==> config.mk <==
export PLATFORM = sky130hd
export DESIGN_NAME = heartbeat
export DESIGN_NICKNAME = d
export VERILOG_FILES = /design/src/rtl/heartbeat.sv
export SDC_FILE = /design/constraint.sdc
export NUM_CORES = 1
export LEC_CHECK = 0
export CORE_MARGIN = 1.5
export CORE_UTILIZATION = 49
export CTS_BUF_LIST = sky130_fd_sc_hd__clkbuf_16
export CTS_CLUSTER_DIAMETER = 60
export DETAILED_ROUTE_END_ITERATION = 7
export GPL_TIMING_DRIVEN = 0
export PLACE_DENSITY_LB_ADDON = 0.3
export SLEW_MARGIN = 20
export SYNTH_ARGS = -nofsm -noshare
export SYNTH_HDL_FRONTEND = slang
export SYNTH_SLANG_ARGS = --single-unit
==> constraint.sdc <==
create_clock -name clock -period 2.2 [get_ports clock]
set_input_delay 0.66 -clock clock [delete_from_list [all_inputs] [get_ports clock]]
set_output_delay 0.66 -clock clock [all_outputs]
set_load 0.03 [all_outputs]
==> src/rtl/heartbeat.sv <==
// Periodic keep-alive generator: raises a beat request every period*(div+1) clocks
// and holds it on a req/ack level handshake; flags beats that come due while unacknowledged.
module heartbeat #(
  parameter int W = 8,
  parameter int D = 4
) (
  input  logic         clock,
  input  logic         reset,
  input  logic [W-1:0] period,
  input  logic [D-1:0] div,
  input  logic         enable,
  input  logic         beat_ack,
  output logic         beat,
  output logic         missed,
  output logic [W-1:0] phase,
  output logic         busy
);

  // Handshake: beat is the request, beat_ack the acknowledge. A request rises on a
  // due event and falls only on an edge where beat_ack=1 and no new beat is due.
  typedef enum logic {IDLE, RUN} state_t;

  state_t       state;
  logic [D-1:0] pre;
  logic         due;

  always_comb begin
    due = (state == RUN) && enable && (pre == '0) && (phase == W'(1));
  end

  always_ff @(posedge clock) begin
    if (reset) begin
      state  <= IDLE;
      busy   <= 1'b0;
      phase  <= '0;
      pre    <= '0;
      beat   <= 1'b0;
      missed <= 1'b0;
    end else begin
      missed <= 1'b0;

      case (state)
        IDLE: begin
          if (enable && (period != '0)) begin
            state <= RUN;
            busy  <= 1'b1;
            phase <= period;
            pre   <= div;
          end
        end
        RUN: begin
          if (!enable) begin
            state <= IDLE;
            busy  <= 1'b0;
            phase <= '0;
            pre   <= '0;
          end else if (pre != '0) begin
            pre <= pre - D'(1);
          end else begin
            pre <= div;
            if (phase == W'(1)) begin
              // Reload samples period here; a zero period stops the run after this beat.
              phase <= period;
              if (period == '0) begin
                state <= IDLE;
                busy  <= 1'b0;
                pre   <= '0;
              end
            end else begin
              phase <= phase - W'(1);
            end
          end
        end
        default: begin
          state <= IDLE;
          busy  <= 1'b0;
        end
      endcase

      if (due) begin
        beat <= 1'b1;
        if (beat && !beat_ack) missed <= 1'b1;
      end else if (beat && beat_ack) begin
        beat <= 1'b0;
      end
    end
  end

endmodule

# --- Word level (Yosys, flattened, before mapping) ---
# Index checks and enable logic that the tools add are counted.
totals:
  ff_bits: 16
classes:
  eq_ne: 5
  n_mux: 26
  n_addsub: 2
  reduce_logical: 15
  n_bitwise: 2
op_table:
  columns: ["op", "count"]
  rows:
  - ["$mux 8", 4]
  - ["$mux 4", 5]
  - ["$pmux 8 s2", 1]
  - ["$mux 1", 13]
  - ["$eq 8x1->1 const B", 1]
  - ["$logic_not 8->1", 1]
  - ["$pmux 4 s2", 1]
  - ["$reduce_bool 8->1", 1]
  - ["$sub 8x1->8 const B", 1]
  - ["$logic_and 1x1->1", 6]
  - ["$ne 3x2->1 const B", 2]
  - ["$logic_not 4->1", 1]
  - ["$pmux 1 s2", 2]
  - ["$reduce_and 4->1", 1]
  - ["$reduce_bool 4->1", 1]
  - ["$sub 4x1->4 const B", 1]
  - ["$ne 3x3->1 const B", 1]
  - ["$ne 2x2->1 const B", 1]
  - ["$not 1->1", 2]
  - ["$reduce_and 2->1", 1]
  - ["$reduce_bool 2->1", 1]
  - ["$reduce_or 2->1", 1]
  - ["$logic_not 1->1", 1]

# --- Depth between registers and ports, before layout ---
logic_depth:
  word_depth: 6
  mapped_depth: 8
  mapped_depth_nobuf: 7

# --- Worst setup path after synthesis ---
# Ideal clock, no wire load.
synth_path:
  kind: "register to register"
  startpoint: "register phase[0]"
  endpoint: "register phase[0]"
  t_arrival_ns: 1.838
  setup_slack_ns: 0.227
  period_less_slack_ns: 1.973
  path_stages_with_launch: 7
  n_path_buf: 0
  required_ns: 2.066
  cell_sequence: "dfxtp_1 > ha_1 > or4b_4 > nor2_4 > o31ai_1 > a221oi_2 > a211oi_2"
synth_between:
  elab_chain_len: 5
synth_lines:
  columns: ["element", "line_no", "source"]
  rows:
  - ["start: declaration", "15", "output logic [W-1:0] phase,"]
  - ["start signal: assignment", "47", "phase <= period;"]
  - ["start signal: assignment", "63", "phase <= period;"]
  - ["start signal: assignment", "70", "phase <= phase - W'(1);"]
  - ["$sub 8x1->8 / $eq 8x1->1 (equally long branches)", "70, 61", null]
  - ["$mux 8 *", "61", "if (phase == W'(1)) begin"]
  - ["$mux 8 *", "57", "end else if (pre != '0) begin"]
  - ["$mux 8 *", "52", "if (!enable) begin"]
  - ["$pmux 8 s2 *", "42", "case (state)"]
# Mark *: on every way between the ends. The rest lies on a longest branch, timed or not. The select of a mux whose other input is x is not followed.
# A chain may end at the register's enable or synchronous reset.

# --- Worst setup path after layout ---
layout_path:
  startpoint: "register phase[2]"
  endpoint: "output phase[2]"
# No word-level cell between the ends.

==> flow_summary.json <==
{
  "vias_per_cell": 6.54,
  "reg2reg_from": "phase[0]",
  "arrival_ps": 1500,
  "required_ps": 1540,
  "fp-row-count": 17,
  "worstSetupStartpoint": "phase[2]",
  "design_area_um2": 1620,
  "die_x_um": 51.7,
  "critPathKind": "flip-flop to primary output",
  "synth-seq-cells": 16,
  "hold_viol": 0,
  "synth_flop_cell": "dfxtp_1",
  "syn_inst": 137,
  "drt_pass1_iterations": 5,
  "status": "finished, final reports clean",
  "path_cells": "clkdlybuf4s50_1",
  "fin_crit_sh_pct": 98.0,
  "skew_ps": 2.93,
  "max_slew_margin_pct": 58.8,
  "drv_slew": 0,
  "initial_core_util_pct": 51.9,
  "worstSkewPairLatency_ps": 250,
  "grt_pass1_wl_um": 5530,
  "area_delta_synth_final_pct": 39.8,
  "grt_max_degree": 11,
  "htreeDepth": 1,
  "grt_usage_pct": 27.8,
  "worstSetupEndpointType": "primary output",
  "grt_pass1_vias": 1159,
  "peakVddDrop_v": 0.000522,
  "antennaDiodeCount": 0,
  "max_stage_delay_ps": 740,
  "synth_nets": 157,
  "overflow": 0,
  "nets": 191,
  "final_layout_size_suffix_gt1_share_pct": 17.2,
  "io_pins": 27,
  "wire_per_inst_um": 18.0,
  "crit_buf_inv": 1,
  "finalWeightedCongestion": 0.866,
  "dr_total_vias": 1288,
  "placed_area_um2": 1450,
  "port_buffers": 25,
  "p_leak_nw": 0.614,
  "drc": 0,
  "core_area_um2": 2230,
  "crit_family": "buffers and inverters",
  "worstMarginPinSlew_ps": 619,
  "total_power_mw": 1.05,
  "avgSynthCellArea_um2": 8.47,
  "endpoint": "phase[2]",
  "synth_edf_count": 0,
  "crit_slowest_cell": "clkdlybuf4s50_1",
  "clockRootBuffer": "clkbuf_16",
  "async_flop_share_pct": 0,
  "r2r_setup_slack_ps": 150,
  "cts_made_buffers": 3,
  "fill_cells": 175,
  "die_area_um2": 2670,
  "synth_cell_types": 50,
  "setup_violations": 0,
  "clkTransAtPathRegs_ps": 50,
  "syn-cell-area_um2": 1160,
  "powerDensity_nw_per_um2": 648,
  "worstRegToRegCells": 6,
  "clkSinkCount": 16,
  "fmax_mhz": 464,
  "fin_ws_ps": 43.8,
  "grt_antenna_before_repair": 0,
  "period_minus_slack_ps": 2160,
  "clock_path_buffers": 2,
  "hold_class": "flip-flop to flip-flop",
  "tritoncts": "built",
  "cp_num_cells": 1,
  "fin_util_pct": 72.6,
  "ys_seq_area_share_pct": 27.6,
  "ant_nets": 0,
  "place_ws_ps": -350,
  "drt_iter0_drc": 62,
  "cp_max_fo": 8,
  "die-height_um": 51.7,
  "worstSetupStartpointType": "flip-flop",
  "postCtsHoldBufs": 0,
  "r2r-end": "phase[5]",
  "yosysWarnings": 0,
  "wirelength_um": 3550,
  "max_cap_viol_count": 0,
  "dp_hpwl_um": 2340,
  "final.setup.tns_ps": 0
}
## layout by cell type (no fill, tap or decap), types with 2 or more instances in the layout
cell type / netlist / routed
a211oi_1: 8 / 7
a211oi_2: 2 / 3
a21o_1: 2 / 2
a21oi_1: 10 / 10
a311oi_1: 2 / 2
buf_4: 0 / 3
buf_6: 1 / 3
clkbuf_1: 2 / 2
clkbuf_16: 0 / 3
clkdlybuf4s50_1: 0 / 18
dfxtp_1: 16 / 16
dlymetal6s2s_1: 0 / 6
ha_1: 4 / 4
inv_1: 7 / 7
mux2i_1: 2 / 2
nand2_1: 5 / 5
nand2b_1: 2 / 2
nand3_1: 6 / 6
nand4_1: 2 / 2
nor2_1: 13 / 13
nor3_1: 10 / 9
nor3_2: 1 / 2
nor4_4: 0 / 2
o21ai_0: 5 / 5
o21ai_1: 3 / 3
o21bai_1: 2 / 2
o2bb2ai_1: 2 / 2
## metal layers
layer	routed length [µm]	GRT usage, %	share of wire (%)
met5	0	0	0
met4	54	13.2	1.5
met3	288	5.17	8.1
met2	1730	46.2	49
met1	1480	34.6	42
## worst min path at each step
stage / startpoint / endpoint / slack (ps) / depth (start not counted)
floorplan: pre[1] / pre[1] / 480 / 2
global placement: beat / missed / 470 / 2
detailed placement: beat / missed / 490 / 2
CTS: beat / missed / 490 / 2
global route: beat / missed / 520 / 2
finish: beat / missed / 490 / 2
## where the power goes
| group | leakage (nW) | switching, mW | internal, mW |
|---|---|---|---|
| clock network | 0.0370 | 0.114 | 0.239 |
| registers | 0.132 | 0.0388 | 0.314 |
| logic | 0.445 | 0.192 | 0.152 |
| total | 0.614 | 0.345 | 0.705 |
## layout make-up
class                   instances  area [µm²]  share of cell area, %
plain buffers                   6        38.8                   2.39
well taps                      28        35.0                   2.16
inverters                       7        26.3                   1.62
multi-input cells             108         828                   51.1
clock buffers                   3        75.1                   4.63
flip-flops and latches         16         320                   19.8
repair buffers                 29         298                   18.4
## per-stage QoR
stage                     hold slack [ps]  std cells
after detailed placement              485        190
after floorplan                       480        137
after CTS                             494        194
after global routing                  523        197
final                                 488        197
after global placement                465        190
## state kept, by name, indices dropped and copies added (netlist names)
name    flops
missed      1
phase       8
busy        1
state       1
pre         4
beat        1
## cells in the mapped netlist, types with 2 or more instances
cell,instances,area share [%]
a21o_1,2,1.3
o21bai_1,2,1.3
a211oi_1,8,5.2
mux2i_1,2,1.7
dfxtp_1,16,28
a311oi_1,2,1.5
o21ai_1,3,1.3
ha_1,4,4.3
nand2b_1,2,1.1
a211oi_2,2,2.2
clkbuf_1,2,0.65
o21ai_0,5,2.2
buf_2,2,0.86
nor4_2,2,2.2
nand2_1,5,1.6
nor3_1,10,4.3
nand4_1,2,1.1
inv_1,7,2.3
o2bb2ai_1,2,1.5
a21oi_1,10,4.3
nand3_1,6,2.6
nor2_1,13,4.2
## cell families (layout without fill, tap and decap cells)
kind of cell | after synthesis | in the layout | synth area share [%]
simple gates | 53 | 53 | 28.2
fa+ha+maj | 4 | 4 | 4.32
buf+inv | 13 | 45 | 5.07
xor+xnor | 1 | 1 | 0.755
mux | 4 | 4 | 4.64
flops | 16 | 16 | 27.6
compound gates | 46 | 46 | 29.4
## what timing repair did
action | 4_1_cts | 5_1_grt
gates resized for setup | 4 | 15
endpoints found under the setup margin | 11 | 12
gates cloned | 0 | 1
setup buffers | 1 | 2
pin swaps | 1 | 4
(Power assumes the default switching activity.)
